===== src/rtl/jtag_scan_driver_pkg.sv =====
`default_nettype none
// ============================================================================
// Module   : jtag_pkg
// Purpose  : Shared types and TAP TMS step constants for the JTAG scan driver.
// Revision : 1.0 - initial release
// ============================================================================
package jtag_pkg;

    typedef enum logic [3:0] {
        RST_SEQ  = 4'd0,
        IDLE     = 4'd1,
        IR_SEL   = 4'd2,
        IR_SHIFT = 4'd3,
        IR_UPD   = 4'd4,
        DR_SEL   = 4'd5,
        DR_SHIFT = 4'd6,
        DR_UPD   = 4'd7,
        DONE     = 4'd8
    } scan_state_e;

    // TMS per step, bit n = step n: Select-DR, Select-IR, Capture-IR, Shift-IR
    localparam logic [3:0] c_ir_sel_tms = 4'b0011;
    // Select-DR, Capture-DR, Shift-DR (bit 3 unused)
    localparam logic [3:0] c_dr_sel_tms = 4'b0001;
    // Update, then Run-Test-Idle
    localparam logic [1:0] c_upd_tms    = 2'b01;

    localparam logic [3:0] c_extest = 4'b0000;
    localparam logic [3:0] c_sample = 4'b0010;
    localparam logic [3:0] c_bypass = 4'b1111;

endpackage
`default_nettype wire


===== src/rtl/jtag_scan_driver_if.sv =====
`default_nettype none
// ============================================================================
// Module   : jtag_scan_driver_if
// Purpose  : Host request / TAP pin / monitor bundle of the JTAG scan driver.
// Revision : 1.0 - initial release
// ============================================================================
interface jtag_scan_driver_if #(
    parameter int BSC_SIZE = 14,
    parameter int IR_SIZE  = 4
);
    logic                start;
    logic                cmp_en;
    logic [IR_SIZE-1:0]  instr;
    logic [BSC_SIZE-1:0] pattern;
    logic                TDO;
    logic                TMS;
    logic                TDI;
    logic                shift_dr;
    logic                strobe;
    logic                busy;
    logic                done;
    logic [BSC_SIZE-1:0] tdo_data;

    modport master (
        input  start, cmp_en, instr, pattern, TDO,
        output TMS, TDI, shift_dr, strobe, busy, done, tdo_data
    );

    modport slave (
        output start, cmp_en, instr, pattern, TDO,
        input  TMS, TDI, shift_dr, strobe, busy, done, tdo_data
    );
endinterface
`default_nettype wire


===== src/rtl/jtag_scan_driver_bit_counter.sv =====
`default_nettype none
// ============================================================================
// Module   : jtag_bit_counter
// Purpose  : Loadable down-counter whose terminal flag marks the last shift bit.
// Revision : 1.0 - initial release
// ============================================================================
module jtag_bit_counter #(
    parameter int WIDTH = 4
) (
    input  wire              clk,
    input  wire              rst,
    input  wire              i_load,
    input  wire [WIDTH-1:0]  i_load_val,
    input  wire              i_dec,
    output logic             o_term
);
    logic [WIDTH-1:0] r_cnt;

    always_ff @(posedge clk or posedge rst) begin
        if (rst) begin
            r_cnt <= '0;
        end else if (i_load) begin
            r_cnt <= i_load_val;
        end else if (i_dec && (r_cnt != '0)) begin
            r_cnt <= r_cnt - 1'b1;
        end
    end

    assign o_term = (r_cnt == '0);
endmodule
`default_nettype wire


===== src/rtl/jtag_scan_driver.sv =====
`default_nettype none
// ============================================================================
// Module   : jtag_scan_driver
// Purpose  : JTAG scan master: TAP reset, one IR scan and one DR scan per start.
// Revision : 1.0 - initial release
// ============================================================================
module jtag_scan_driver
    import jtag_pkg::*;
#(
    parameter int BSC_SIZE     = 14,
    parameter int IR_SIZE      = 4,
    parameter int RESET_CYCLES = 5
) (
    input  wire              TCK,
    input  wire              RST,
    jtag_scan_driver_if.master bus
);
    localparam int c_max_size = (IR_SIZE > BSC_SIZE) ? IR_SIZE : BSC_SIZE;
    localparam int c_cnt_w    = $clog2(c_max_size + 1);
    localparam int c_rst_w    = $clog2(RESET_CYCLES + 2);
    localparam logic [c_cnt_w-1:0] c_ir_last  = c_cnt_w'(IR_SIZE - 1);
    localparam logic [c_cnt_w-1:0] c_dr_last  = c_cnt_w'(BSC_SIZE - 1);
    localparam logic [c_rst_w-1:0] c_rst_last = c_rst_w'(RESET_CYCLES);

    // State names the entry to be driven at the next TCK edge
    scan_state_e         r_state, w_state_nxt;
    logic [1:0]          r_step, w_step_nxt;
    logic [c_rst_w-1:0]  r_rst_cnt, w_rst_cnt_nxt;
    logic [IR_SIZE-1:0]  r_instr;
    logic [BSC_SIZE-1:0] r_pattern, r_tdo_data, w_tdo_next;
    logic                r_cmp_en;
    logic                r_tms, r_tdi, r_shift_dr, r_strobe, r_busy, r_done;
    logic                w_tms, w_tdi, w_shift_dr, w_busy, w_done;
    logic                w_accept, w_ir_shift, w_dr_shift;
    logic                w_cnt_load, w_cnt_dec, w_cnt_term;
    logic [c_cnt_w-1:0]  w_cnt_load_val;

    jtag_bit_counter #(.WIDTH(c_cnt_w)) u_bit_counter (
        .clk        (TCK),
        .rst        (RST),
        .i_load     (w_cnt_load),
        .i_load_val (w_cnt_load_val),
        .i_dec      (w_cnt_dec),
        .o_term     (w_cnt_term)
    );

    always_comb begin
        w_state_nxt    = r_state;
        w_step_nxt     = r_step;
        w_rst_cnt_nxt  = r_rst_cnt;
        w_tms          = 1'b0;
        w_tdi          = 1'b0;
        w_shift_dr     = 1'b0;
        w_busy         = 1'b1;
        w_done         = 1'b0;
        w_accept       = 1'b0;
        w_ir_shift     = 1'b0;
        w_dr_shift     = 1'b0;
        w_cnt_load     = 1'b0;
        w_cnt_dec      = 1'b0;
        w_cnt_load_val = c_ir_last;
        case (r_state)
            RST_SEQ: begin
                if (r_rst_cnt < c_rst_last) begin
                    w_tms         = 1'b1;
                    w_rst_cnt_nxt = r_rst_cnt + 1'b1;
                end else begin
                    w_state_nxt = IDLE;
                end
            end
            IDLE: begin
                w_busy = 1'b0;
                // r_busy still high on the first IDLE cycle after the reset walk
                if (bus.start && !r_busy) begin
                    w_accept    = 1'b1;
                    w_busy      = 1'b1;
                    w_tms       = c_ir_sel_tms[0];
                    w_step_nxt  = 2'd1;
                    w_state_nxt = IR_SEL;
                end
            end
            IR_SEL: begin
                w_tms = c_ir_sel_tms[r_step];
                if (r_step == 2'd3) begin
                    w_cnt_load     = 1'b1;
                    w_cnt_load_val = c_ir_last;
                    w_state_nxt    = IR_SHIFT;
                end else begin
                    w_step_nxt = r_step + 2'd1;
                end
            end
            IR_SHIFT: begin
                w_tdi      = r_instr[0];
                w_tms      = w_cnt_term;
                w_ir_shift = 1'b1;
                w_cnt_dec  = 1'b1;
                if (w_cnt_term) begin
                    w_step_nxt  = 2'd0;
                    w_state_nxt = IR_UPD;
                end
            end
            IR_UPD: begin
                w_tms = c_upd_tms[r_step[0]];
                if (r_step[0]) begin
                    w_step_nxt  = 2'd0;
                    w_state_nxt = DR_SEL;
                end else begin
                    w_step_nxt = 2'd1;
                end
            end
            DR_SEL: begin
                w_tms = c_dr_sel_tms[r_step];
                if (r_step == 2'd2) begin
                    w_cnt_load     = 1'b1;
                    w_cnt_load_val = c_dr_last;
                    w_state_nxt    = DR_SHIFT;
                end else begin
                    w_step_nxt = r_step + 2'd1;
                end
            end
            DR_SHIFT: begin
                w_tdi      = r_pattern[0];
                w_tms      = w_cnt_term;
                w_shift_dr = 1'b1;
                w_dr_shift = 1'b1;
                w_cnt_dec  = 1'b1;
                if (w_cnt_term) begin
                    w_step_nxt  = 2'd0;
                    w_state_nxt = DR_UPD;
                end
            end
            DR_UPD: begin
                w_tms = c_upd_tms[r_step[0]];
                if (r_step[0]) begin
                    w_step_nxt  = 2'd0;
                    w_state_nxt = DONE;
                end else begin
                    w_step_nxt = 2'd1;
                end
            end
            DONE: begin
                w_busy      = 1'b0;
                w_done      = 1'b1;
                w_state_nxt = IDLE;
            end
            default: begin
                w_state_nxt = RST_SEQ;
            end
        endcase
    end

    // Capture fills from the MSB so the first DR bit ends up in bit 0
    generate
        if (BSC_SIZE > 1) begin : g_tdo_wide
            assign w_tdo_next = {bus.TDO, r_tdo_data[BSC_SIZE-1:1]};
        end else begin : g_tdo_single
            assign w_tdo_next = bus.TDO;
        end
    endgenerate

    always_ff @(posedge TCK or posedge RST) begin
        if (RST) begin
            r_state    <= RST_SEQ;
            r_step     <= 2'd0;
            r_rst_cnt  <= '0;
            r_instr    <= '0;
            r_pattern  <= '0;
            r_cmp_en   <= 1'b0;
            r_tms      <= 1'b1;
            r_tdi      <= 1'b0;
            r_shift_dr <= 1'b0;
            r_strobe   <= 1'b0;
            r_busy     <= 1'b1;
            r_done     <= 1'b0;
            r_tdo_data <= '0;
        end else begin
            r_state    <= w_state_nxt;
            r_step     <= w_step_nxt;
            r_rst_cnt  <= w_rst_cnt_nxt;
            r_tms      <= w_tms;
            r_tdi      <= w_tdi;
            r_shift_dr <= w_shift_dr;
            r_strobe   <= w_shift_dr & r_cmp_en;
            r_busy     <= w_busy;
            r_done     <= w_done;
            if (w_accept) begin
                r_instr    <= bus.instr;
                r_pattern  <= bus.pattern;
                r_cmp_en   <= bus.cmp_en;
                r_tdo_data <= '0;
            end else begin
                if (w_ir_shift) r_instr <= r_instr >> 1;
                if (w_dr_shift) r_pattern <= r_pattern >> 1;
                // r_shift_dr high means the TAP samples a DR bit at this edge
                if (r_shift_dr) r_tdo_data <= w_tdo_next;
            end
        end
    end

    assign bus.TMS      = r_tms;
    assign bus.TDI      = r_tdi;
    assign bus.shift_dr = r_shift_dr;
    assign bus.strobe   = r_strobe;
    assign bus.busy     = r_busy;
    assign bus.done     = r_done;
    assign bus.tdo_data = r_tdo_data;
endmodule
`default_nettype wire


===== src/flat_wrapper.sv =====
// flat-port wrapper written by rule: the top's interface ports become plain ports
module jtag_scan_driver_flat import jtag_pkg::*;
#(
    parameter int BSC_SIZE     = 14,
    parameter int IR_SIZE      = 4,
    parameter int RESET_CYCLES = 5
)
  (TCK, RST, bus_start, bus_cmp_en, bus_instr, bus_pattern, bus_TDO, bus_TMS, bus_TDI, bus_shift_dr, bus_strobe, bus_busy, bus_done, bus_tdo_data);
  jtag_scan_driver_if #(.BSC_SIZE(BSC_SIZE), .IR_SIZE(IR_SIZE)) bus_i ();
  input  wire TCK;
  input  wire RST;
  input wire logic [$bits(bus_i.start)-1:0] bus_start;
  input wire logic [$bits(bus_i.cmp_en)-1:0] bus_cmp_en;
  input wire logic [$bits(bus_i.instr)-1:0] bus_instr;
  input wire logic [$bits(bus_i.pattern)-1:0] bus_pattern;
  input wire logic [$bits(bus_i.TDO)-1:0] bus_TDO;
  output wire logic [$bits(bus_i.TMS)-1:0] bus_TMS;
  output wire logic [$bits(bus_i.TDI)-1:0] bus_TDI;
  output wire logic [$bits(bus_i.shift_dr)-1:0] bus_shift_dr;
  output wire logic [$bits(bus_i.strobe)-1:0] bus_strobe;
  output wire logic [$bits(bus_i.busy)-1:0] bus_busy;
  output wire logic [$bits(bus_i.done)-1:0] bus_done;
  output wire logic [$bits(bus_i.tdo_data)-1:0] bus_tdo_data;
  assign bus_i.start = bus_start;
  assign bus_i.cmp_en = bus_cmp_en;
  assign bus_i.instr = bus_instr;
  assign bus_i.pattern = bus_pattern;
  assign bus_i.TDO = bus_TDO;
  assign bus_TMS = bus_i.TMS;
  assign bus_TDI = bus_i.TDI;
  assign bus_shift_dr = bus_i.shift_dr;
  assign bus_strobe = bus_i.strobe;
  assign bus_busy = bus_i.busy;
  assign bus_done = bus_i.done;
  assign bus_tdo_data = bus_i.tdo_data;
  jtag_scan_driver #(.BSC_SIZE(BSC_SIZE), .IR_SIZE(IR_SIZE), .RESET_CYCLES(RESET_CYCLES)) u_core (.TCK(TCK), .RST(RST), .bus(bus_i));
endmodule

===== config.mk =====
export PLATFORM = sky130hd
export DESIGN_NAME = jtag_scan_driver_flat
export DESIGN_NICKNAME = d
export VERILOG_FILES = /design/src/rtl/jtag_scan_driver_pkg.sv /design/src/rtl/jtag_scan_driver_if.sv /design/src/rtl/jtag_scan_driver_bit_counter.sv /design/src/rtl/jtag_scan_driver.sv /design/src/flat_wrapper.sv
export SDC_FILE = /design/constraint.sdc
export NUM_CORES = 1
export LEC_CHECK = 0
export ABC_AREA = 1
export BUFFER_PORTS_ARGS = -buffer_cell sky130_fd_sc_hd__buf_2
export CAP_MARGIN = 5
export CORE_AREA = 2 2 82 84
export DETAILED_ROUTE_END_ITERATION = 8
export DIE_AREA = 0 0 84 86
export PLACE_DENSITY = 0.65
export SYNTH_ARGS = -nofsm -noshare
export SYNTH_HDL_FRONTEND = slang
export SYNTH_SLANG_ARGS = --single-unit

===== constraint.sdc =====
create_clock -name TCK -period 4.31 [get_ports TCK]
set_input_delay 0.862 -clock TCK [delete_from_list [all_inputs] [get_ports TCK]]
set_output_delay 0.862 -clock TCK [all_outputs]
set_load 0.02 [all_outputs]

# ---- Word-level counts from Yosys, hierarchy flattened
# Index checks and enable logic that the tools add are counted.
dict set report word_totals {
  ff_bits 52
  wordCells 102
}
dict set report op_classes {
  add_sub_neg 3
  n_lt_le_gt_ge 3
  eq_ne 21
  mux 44
  n_bitwise 1
  n_reduce_logical 16
}
# operator count
set op_table {}
lappend op_table {{$mux 14} 4}
lappend op_table {{$mux 4} 14}
lappend op_table {{$pmux 4 s9} 1}
lappend op_table {{$eq 4x3->1 const B} 4}
lappend op_table {{$mux 1} 14}
lappend op_table {{$ne 2x1->1 const B} 6}
lappend op_table {{$ne 2x2->1 const B} 5}
lappend op_table {{$pmux 2 s5} 1}
lappend op_table {{$eq 4x2->1 const B} 2}
lappend op_table {{$logic_not 4->1} 2}
lappend op_table {{$mux 2} 4}
lappend op_table {{$reduce_and 8->1} 1}
lappend op_table {{$reduce_bool 2->1} 4}
lappend op_table {{$pmux 1 s2} 3}
lappend op_table {{$pmux 1 s6} 1}
lappend op_table {{$reduce_and 5->1} 1}
lappend op_table {{$reduce_bool 5->1} 1}
lappend op_table {{$bmux 1 s2} 2}
lappend op_table {{$eq 2x2->1 const B} 2}
lappend op_table {{$eq 4x1->1 const B} 1}
lappend op_table {{$eq 4x4->1 const B} 1}
lappend op_table {{$reduce_bool 4->1} 1}
lappend op_table {{$reduce_or 2->1} 2}
lappend op_table {{$sub 4x1->4 const B} 1}
lappend op_table {{other kinds (9)} 10}

# ---- Logic depth before layout (Yosys ltp)
# Gate-level depths: netlist of run 1.
dict set report depth {
  depth_word 6
  mapped_depth 9
  ltp_nobuf 9
}

# ---- By module
# A second synthesis of run 1 with hierarchy kept.
dict set report hier_totals {
  hier_cells 323
  area_unflattened_um2 2653.8
}
# mod instances cells_each area_each_um2
set modules_own_cells {}
lappend modules_own_cells {jtag_scan_driver 1 276 2354.8}
lappend modules_own_cells {jtag_bit_counter 1 47 299.0}

# ---- Worst setup path before layout of run 1
# Ideal clock, no wire load.
dict set report synth_timing {
  path_kind {input to register}
  start {input bus_start}
  end {register u_core.r_pattern[0]}
  setup_time_ps 124
  arrival_ps 1553
  required_time_ps 4186
  slack_ps 2634
  cell_stages 9
  path_cell_list {inv_1 -> nor2_1 -> nand3_1 -> buf_6 -> nand2_1 -> inv_2 -> buf_6 -> nand2_1 -> nand3_1}
}
dict set report synth_via {
  elab_chain_len 4
  elab_cells_between_ends 5
  cone_classes {3 x mux; 2 x reduce/logical}
}
# element line
set synth_lines {}
lappend synth_lines {{start, declared} flat_wrapper.sv:12} ;# input wire logic [$bits(bus_i.start)-1:0] bus_start;
lappend synth_lines {{$logic_and 1x1->1 *} jtag_scan_driver.sv:74} ;# if (bus.start && !r_busy) begin
lappend synth_lines {{$mux 1 *} jtag_scan_driver.sv:74}
lappend synth_lines {{$mux 1 *} jtag_scan_driver.sv:62} ;# case (r_state)
lappend synth_lines {{$mux 14 / $reduce_bool 2->1 (equally long branches)} n/a}
lappend synth_lines {{end signal, assigned} jtag_scan_driver.sv:188} ;# r_pattern <= bus.pattern;
lappend synth_lines {{end signal, assigned} jtag_scan_driver.sv:193} ;# if (w_dr_shift) r_pattern <= r_pattern >> 1;
lappend synth_lines {{end, declared} jtag_scan_driver.sv:30} ;# logic [BSC_SIZE-1:0] r_pattern, r_tdo_data, w_tdo_next;
# Every way passes the cells marked *; elsewhere a longest branch is shown, timed or not.
# A chain may end at the register's enable or synchronous reset.

# ---- Worst setup path in the final report of run 1
dict set report layout_timing {
  start {register u_core.r_state[3]}
  end {register u_core.r_instr[3]}
}
dict set report layout_via {
  elab_chain_len 3
  elab_cells_between_ends 6
  cone_classes {2 x eq/ne; 3 x mux; 1 x reduce/logical}
}
# element line
set layout_lines {}
lappend layout_lines {{start, declared} jtag_scan_driver.sv:26} ;# scan_state_e r_state, w_state_nxt;
lappend layout_lines {{start signal, assigned} jtag_scan_driver.sv:177} ;# r_state <= w_state_nxt;
lappend layout_lines {{$eq 4x1->1 / $eq 4x2->1 (equally long branches)} jtag_scan_driver.sv:62}
lappend layout_lines {{$mux 1} jtag_scan_driver.sv:62}
lappend layout_lines {{$mux 4 / $reduce_bool 2->1 (equally long branches)} n/a}
lappend layout_lines {{end signal, assigned} jtag_scan_driver.sv:187} ;# r_instr <= bus.instr;
lappend layout_lines {{end signal, assigned} jtag_scan_driver.sv:192} ;# if (w_ir_shift) r_instr <= r_instr >> 1;
lappend layout_lines {{end, declared} jtag_scan_driver.sv:29} ;# logic [IR_SIZE-1:0] r_instr;
# Parallel ways exist; a longest one is shown, timed or not.

==> flow_summary.yaml, run 1 <==
global_routing:
  grt_pass1_wl_mm: 8.93
  grt_pass1_vias: 1948
  globalRouteOverflowTotal: 0
  antenna_found_initial: 0
  grt_max_degree: 53
  grt_usage_pct: 15.3
floorplanning:
  placement_rows: 29
  initial_core_util_pct: 41.1
  core_mm2: 0.00628
  die_h_um: 86
  die_x_um: 84
  io_pins: 43
  die-area_mm2: 0.00722
placement:
  gp_congestion: 0.798
  port_buffers: 42
  dp.cells: 418
  place_hpwl_mm: 3.79
  place_area_mm2: 0.00284
cts:
  tritoncts: "built"
  numCtsBuffers: 5
  cts-root-buf: "clkbuf_8"
  clk_path_buf_depth: 2
  clk-insertion-delay-late_ns: 0.31
  post_cts_resized: 0
  clk_pin_slew_worst_paths_ns: 0.09
  cts_setup_buffers: 0
  cts-hold-fix-buffers: 0
  h-tree-depth: 2
  clock_sinks: 52
logic_synthesis:
  ys.flop_type: "dfrtp_1"
  synth.area.top_cells: "dfrtp_1 49%, nand2_1 15%, nand3_1 6.8%"
  synth_edf_count: 0
  yosys.area_share.simple_pct: 28.3
  synthAdderAreaFrac_pct: 2.43
  synth_seq_cells: 52
  async_flop_share_pct: 100
  synthCells: 305
  synth_top_area_share_pct: 48.5
  syn_avg_cell_area_um2: 8.45
  synth_xor_area_share_pct: 1.02
  ys_warn_count: 0
  syn_area_mm2: 0.00258
  synth_top_family_by_area: "simple AND/OR/NAND/NOR gates"
  synth_compound_area_share_pct: 4.46
  yosysTopAreaCell: "dfrtp_1"
  seq_area_frac_synth_pct: 50.6
  muxShareOfSynthArea_pct: 6.11
  synth.distinct_cells: 29
  synth_nets: 333
timing:
  finalCritPeriodShare_pct: 50.2
  setup_viol: 0
  hold_viol: 0
  tightest_slew_ns: 1.06
  fin_skew_ns: 0.00808
  min_period_ns: 2.17
  slew_viol_final: 0
  slew_headroom_pct: 29.0
  grt_setup_unrepaired: "no"
  fin_tns_setup_ns: 0
  max_freq_mhz: 462
drt:
  final_antenna_net_count: 0
  route.detailed.drc: 0
  dr.pass1.iters: 4
  drt_iter0_markers: 107
  wl_mm: 5.26
  wire_per_inst_um: 12.3
  dr_total_vias: 2081
  drt-vias-per-instance: 4.88
power:
  sw_frac_of_total_pct: 40.9
  cellLeakagePower_nw: 1.69
  ir_drop_mv: 0.261
  combPwrFrac_pct: 41.0
  seq_power_share_pct: 40.3
  power.share.clock_pct: 18.7
  power.internal_w: 0.00112
  p_per_area_mw_per_mm2: 637
  p_sw_w: 0.000773
flow_run:
  maxCapViolCount: 0
layout:
  areaGrowthSynthToFinish_pct: 14.9
  diodes: 0
  final_area_mm2: 0.00296
  final_cells: 426
  num-nets-final: 376
  final_common_cell: "nand2_1"
  drive_gt1_share_pct: 24.1
  final_cell_mix: "104 x nand2_1, 50 x dfrtp_1, 42 x buf_2"
hold_path:
  hold_path_class: "flip-flop to flip-flop"
outcome:
  status: "finished, final reports clean"
worst_setup_path:
  critPathKind: "flip-flop to flip-flop"
  crit_fanout: 20
  cp_cell_sequence: "nor2_2, nand3_1, inv_2, a22o_1"
  cp.arrival_ns: 2.41
  cpPeakStageDelay_ns: 0.59
  worstPathRequired_ns: 4.55
  cp_slowest_cell: "nand3_1"
  end_kind: "flip-flop"
  cp-start-kind: "flip-flop"
## kinds of logic (layout without fill, tap and decap cells)
kind of cell             Yosys count  after routing
adder cells (fa/ha/maj)            5              5
AO/OA/AOI/OAI                     19             19
flip-flops                        52             52
XOR/XNOR                           3              3
buffers and inverters             43             87
AND/OR/NAND/NOR                  169            169
multiplexers                      14             14
## layout make-up
cell class,instances,area [µm²]
fillers,624,3310
inverters,37,139
repair buffers,42,210
flip-flops and latches,52,1300
clock inverters,2,38.8
well taps,77,96.3
multi-input cells,210,1090
clock buffers,6,82.6
## layer usage
layer / part of all wire [%] / GRT usage [%]
met1: 45 / 19.8
met2: 48 / 26.3
met3: 5.7 / 2.89
met4: 1.1 / 4.84
met5: 0 / 0
## state kept, by name, summed over array words and instances (netlist names), 2 cells and up
register / count
u_core.r_rst_cnt: 3
u_core.u_bit_counter.r_cnt: 4
u_core.r_instr: 4
u_core.r_state: 4
u_core.bus.tdo_data: 14
u_core.r_pattern: 14
u_core.r_step: 2
## worst max-delay path, delay by kind of cell (launching register included)
kind	cells	cell delay, ns
flip-flops	1	0.50
AND/OR/NAND/NOR	2	0.88
AO/OA/AOI/OAI	1	0.21
buffers and inverters	1	0.52
## final timing paths
path	depth (start not counted)	startpoint	to	slack (ns)
min in group asynchronous	2	RST	u_core.r_rst_cnt[1]	0.81
max	4	u_core.r_state[3]	u_core.r_instr[3]	2.14
min	1	u_core.r_rst_cnt[2]	u_core.r_rst_cnt[2]	0.47
max in group asynchronous	2	RST	u_core.bus.tdo_data[10]	2.84
min reg2reg	1	u_core.r_rst_cnt[2]	u_core.r_rst_cnt[2]	0.47
max reg2reg	4	u_core.r_state[3]	u_core.r_instr[3]	2.14
## through the flow
stage               total power, W  utilization, %  hold slack [ns]  setup WS [ns]
global route               0.00205            47.2            0.503           1.92
CTS                        0.00190            47.2            0.477           2.12
detailed placement         0.00154            45.3            0.459           1.86
global placement           0.00152            45.3            0.461           1.94
finish                     0.00189            47.2            0.475           2.14
floorplan                  0.00135               -            0.439           2.19
## power by group through the flow
stage,clock (W),combinational [W],sequential (W)
CTS,0.000361,0.000778,0.000761
global placement,0,0.000753,0.000766
global route,0.000377,0.000884,0.000786
finish,0.000354,0.000774,0.000761
floorplan,0,0.000569,0.000786
detailed placement,0,0.000776,0.000769
## synthesized netlist by cell type, types with 2 or more instances
master,count
nand2_1,104
dfrtp_1,50
nand3_1,35
inv_1,34
mux2_2,14
nor2_1,13
o21ai_0,8
nand2_2,6
ha_1,5
nor2_2,5
a21oi_1,4
inv_2,3
a22o_1,2
buf_2,2
buf_6,2
dfstp_2,2
nand4_1,2
nor2_4,2
xnor2_1,2
Power figures use the tool's default switching activity.
==> run 2: changes to the inputs <==
clock period = 2.2 ns   (was 4.31 ns; I/O delays follow)
==> run 2 against run 1 <==
  * Die area unchanged
  * Clock skew about the same
  * Sequential power increased by 96%
  * Global-route usage is 0.12 points lower
==> flow_summary.yaml, run 2 (synthesized netlist as in run 1, its figures left out) <==
outcome:
  status: "finished, final reports clean"
drt:
  dr_total_vias: 2032
  route.detailed.drc: 0
  drt-vias-per-instance: 4.74
  final_antenna_net_count: 0
  drt_iter0_markers: 114
  dr.pass1.iters: 4
  wire_per_inst_um: 11.5
  wl_mm: 4.94
power:
  power.share.clock_pct: 15.3
  power_w: 0.00353
  combPwrFrac_pct: 42.6
  cellLeakagePower_nw: 1.69
  p_per_area_mw_per_mm2: 1190
  sw_frac_of_total_pct: 41.9
  seq_power_share_pct: 42.1
  p_sw_w: 0.00148
  ir_drop_mv: 0.544
  power.internal_w: 0.00205
timing:
  fin_tns_setup_ns: 0
  tightest_slew_ns: 0.638
  slew_headroom_pct: 57.5
  hold_viol: 0
  min_period_ns: 1.71
  slew_viol_final: 0
  setup_viol: 0
  fin_skew_ns: 0.00798
  finalCritPeriodShare_pct: 77.9
  whs_ns: 0.286
  max_freq_mhz: 583
  grt_setup_unrepaired: "no"
global_routing:
  grt_usage_pct: 15.2
  globalRouteOverflowTotal: 0
  grt_max_degree: 53
  grt_pass1_wl_mm: 8.94
  antenna_found_initial: 0
  grt_pass1_vias: 2021
layout:
  final_cell_mix: "104 x nand2_1, 50 x dfrtp_1, 42 x buf_2"
  drive_gt1_share_pct: 24.4
  final_common_cell: "nand2_1"
  final_area_mm2: 0.00295
  areaGrowthSynthToFinish_pct: 14.5
  diodes: 0
  final_util_pct: 47.0
  num-nets-final: 379
placement:
  gp_congestion: 0.833
  place_hpwl_mm: 3.64
  place_area_mm2: 0.00286
  port_buffers: 42
worst_setup_path:
  critPathKind: "flip-flop to output pin"
  cp_cell_sequence: "buf_2"
  cp-start-kind: "flip-flop"
  cp_slowest_cell: "dfrtp_1"
  critical_path_buf_inv_count: 1
  crit_fanout: 15
  critPathTopFamily: "flip-flops"
  end_kind: "output pin"
  cp.arrival_ns: 1.27
  worstPathRequired_ns: 1.76
  cpPeakStageDelay_ns: 0.70
floorplanning:
  die-area_mm2: 0.00722
  initial_core_util_pct: 41.1
  placement_rows: 29
  io_pins: 43
  core_mm2: 0.00628
  die_h_um: 86
  die_x_um: 84
cts:
  cts-hold-fix-buffers: 0
  tritoncts: "built"
  cts-root-buf: "clkbuf_8"
  clk-insertion-delay-late_ns: 0.30
  clock_sinks: 52
  cts_setup_buffers: 0
  clk_path_buf_depth: 2
  post_cts_resized: 0
  numCtsBuffers: 5
  h-tree-depth: 2
  clk_pin_slew_worst_paths_ns: 0.10
hold_path:
  hold_path_class: "input port to asynchronous set/reset pin"
flow_run:
  maxCapViolCount: 0
==> run 2: worst paths after layout <==
path / end / slack [ns] / depth (start not counted) / startpoint
max in group asynchronous: u_core.r_step[0] / 1.48 / 3 / RST
min in group TCK: u_core.r_pattern[13] / 0.34 / 3 / bus_pattern[13]
max: bus_shift_dr / 0.49 / 1 / u_core.bus.shift_dr
min: u_core.r_rst_cnt[2] / 0.29 / 3 / RST
max reg2reg: u_core.r_cmp_en / 0.62 / 5 / u_core.r_state[3]
min reg2reg: u_core.r_rst_cnt[2] / 0.48 / 1 / u_core.r_rst_cnt[2]
==> run 2: stage by stage <==
step           instances  setup WS [ns]
3_5_place_dp         421          0.622
4_1_cts              429          0.457
5_1_grt              429          0.358
6_report             429          0.486
3_3_place_gp         421          0.635
2_1_floorplan        305          0.505
==> run 2: metal layers <==
metal	global-route usage [%]	vias to the layer above	share of wire (%)
met1	19.3	931	47
met4	5.72	0	1.6
met5	0	-	0
met2	25.6	40	47
li1	-	1055	-
met3	3.46	6	3.9
==> run 2: cell type report <==
class                      instances  area [µm²]
clock buffer                       6        72.6
clock inverter                     2        16.3
fill                             633        3320
inverter                          37         139
multi-input combinational        210        1090
sequential                        52        1300
tap                               77        96.3
timing repair buffer              45         233
==> run 2: power by group through the flow <==
stage	Sequential [W]	Clock (W)	Combinational, W
detailed placement	0.00151	0	0.00150
floorplan	0.00154	0	0.00111
global placement	0.00150	0	0.00148
CTS	0.00149	0.000566	0.00151
global route	0.00153	0.000605	0.00174
finish	0.00149	0.000539	0.00150
==> run 3: changes to the inputs <==
clock period = 1.6 ns   (was 2.2 ns; I/O delays follow)
==> run 3 against run 2 <==
  * Clock-buffer cell count stayed put
  * Register-to-register slack got worse by 0.50 ns
  * Cell count grew 2.1%
  * Clock power up 36%
  * Worst hold slack worse by 0.067 ns
  * Clock skew grew 0.0015 ns
  * Combinational power up 55%
  * Global-route usage rose by 0.13 points
==> flow_summary.yaml, run 3 (synthesized netlist as in run 1, its figures left out) <==
timing:
  max_freq_mhz: 677
  min_period_ns: 1.48
  finalCritPeriodShare_pct: 92.3
  slew_headroom_pct: 73.8
  fin_tns_setup_ns: 0
  setup_viol: 0
  hold_viol: 0
  tightest_slew_ns: 0.392
  slew_viol_final: 0
  fin_skew_ns: 0.00947
global_routing:
  antenna_found_initial: 0
  globalRouteOverflowTotal: 0
  grt_pass1_vias: 1960
  grt_max_degree: 29
  grt_pass1_wl_mm: 8.90
  grt_usage_pct: 15.4
floorplanning:
  io_pins: 43
  initial_core_util_pct: 41.1
  placement_rows: 29
  core_mm2: 0.00628
  die_x_um: 84
  die-area_mm2: 0.00722
  die_h_um: 86
worst_setup_path:
  cp.arrival_ns: 1.66
  cp-start-kind: "flip-flop"
  end_kind: "flip-flop"
  cpPeakStageDelay_ns: 0.46
  cp_slowest_cell: "dfrtp_1"
  critPathKind: "flip-flop to flip-flop"
  critPathTopFamily: "simple AND/OR/NAND/NOR gates"
  r2r_slack_ns: 0.12
  critical_path_buf_inv_count: 1
  crit_fanout: 5
  worstPathRequired_ns: 1.78
  cp_cell_sequence: "nor2_2, buf_4, nand2_1, a21boi_2, nor2_2, nand2_1, nand3_1"
layout:
  num-nets-final: 388
  final_cell_mix: "103 x nand2_1, 48 x dfrtp_1, 42 x buf_2"
  areaGrowthSynthToFinish_pct: 19.3
  final_util_pct: 49.0
  final_common_cell: "nand2_1"
  final_area_mm2: 0.00308
  drive_gt1_share_pct: 29.4
  diodes: 0
placement:
  gp_congestion: 0.897
  port_buffers: 42
  place_hpwl_mm: 3.89
  place_area_mm2: 0.00294
power:
  p_per_area_mw_per_mm2: 1650
  ir_drop_mv: 0.787
  power_w: 0.00507
  cellLeakagePower_nw: 1.73
cts:
  clk_path_buf_depth: 2
  clk-insertion-delay-late_ns: 0.30
  tritoncts: "built"
  clk_pin_slew_worst_paths_ns: 0.10
  clock_sinks: 52
  h-tree-depth: 2
  numCtsBuffers: 5
  cts-root-buf: "clkbuf_8"
flow_run:
  maxCapViolCount: 0
drt:
  final_antenna_net_count: 0
  wl_mm: 5.26
  drt-vias-per-instance: 4.77
  dr.pass1.iters: 4
  route.detailed.drc: 0
  dr_total_vias: 2089
  drt_iter0_markers: 135
  wire_per_inst_um: 12.0
hold_path:
  hold_path_class: "input port to flip-flop"
outcome:
  status: "finished, final reports clean"
-- run 3: changes by cell type in the layout (fill, tap and decap cells not counted), sizes merged --
cell | before | now
dlygate4sd3 | 0 | 1
buf | 45 | 53
-- run 3: per-stage QoR --
| step | setup WS (ns) | hold WS, ns | instances |
|---|---|---|---|
| 5_1_grt | -0.0197 | 0.228 | 438 |
| 3_3_place_gp | 0.0566 | 0.330 | 429 |
| 3_5_place_dp | 0.00715 | 0.333 | 429 |
| 6_report | 0.123 | 0.219 | 438 |
| 4_1_cts | 0.0498 | 0.208 | 438 |
| 2_1_floorplan | 0.0254 | 0.437 | 305 |
-- run 3: worst reg2reg max path: cells and delay by family (launching register included) --
kind	cells	cell delay (ns)
and+or+nand+nor	5	0.50
DFF	1	0.46
AOI/OAI and AO/OA	1	0.25
buffers and inverters	1	0.16
-- run 3: path summary, 6_finish.rpt --
check,startpoint,depth (start not counted),end
max,u_core.r_state[3],7,u_core.u_bit_counter.r_cnt[2]
min,bus_pattern[13],3,u_core.r_pattern[13]
max reg2reg,u_core.r_state[3],7,u_core.u_bit_counter.r_cnt[2]
min reg2reg,u_core.r_rst_cnt[2],1,u_core.r_rst_cnt[2]
max in group asynchronous,RST,4,u_core.bus.TMS
min in group asynchronous,RST,3,u_core.bus.tdo_data[12]
-- run 3: timing repair --
| action | CTS | global route |
|---|---|---|
| hold buffers | 1 | 0 |
| gates resized for setup | 1 | 15 |
| endpoints found under the hold margin | 9 | 0 |
| setup buffers | 0 | 0 |
| pin swaps | 0 | 0 |
| endpoints found under the setup margin | 1 | 28 |
-- run 3: per-layer routing --
layer	GRT usage (%)	part of all wire [%]	up-vias
li1	-	-	1067
met1	20.6	48	970
met2	25.1	46	47
met3	3.27	4.3	5
met4	4.84	1.0	0
met5	0	0	-
-- run 3: final cells by class --
class	instances	area (µm²)
Fill cell	622	3200
Sequential cell	52	1310
Multi-Input combinational cell	210	1130
Timing Repair Buffer	54	315
Inverter	37	141
Tap cell	77	96.3
Clock buffer	6	72.6
Clock inverter	2	12.5
-- run 3: report_power, final --
part / switching, W / leakage, nW / internal, W
clock: 0.000427 / 0.0412 / 0.000307
combinational: 0.00145 / 1.02 / 0.000875
sequential: 0.000256 / 0.668 / 0.00175
total: 0.00214 / 1.73 / 0.00293
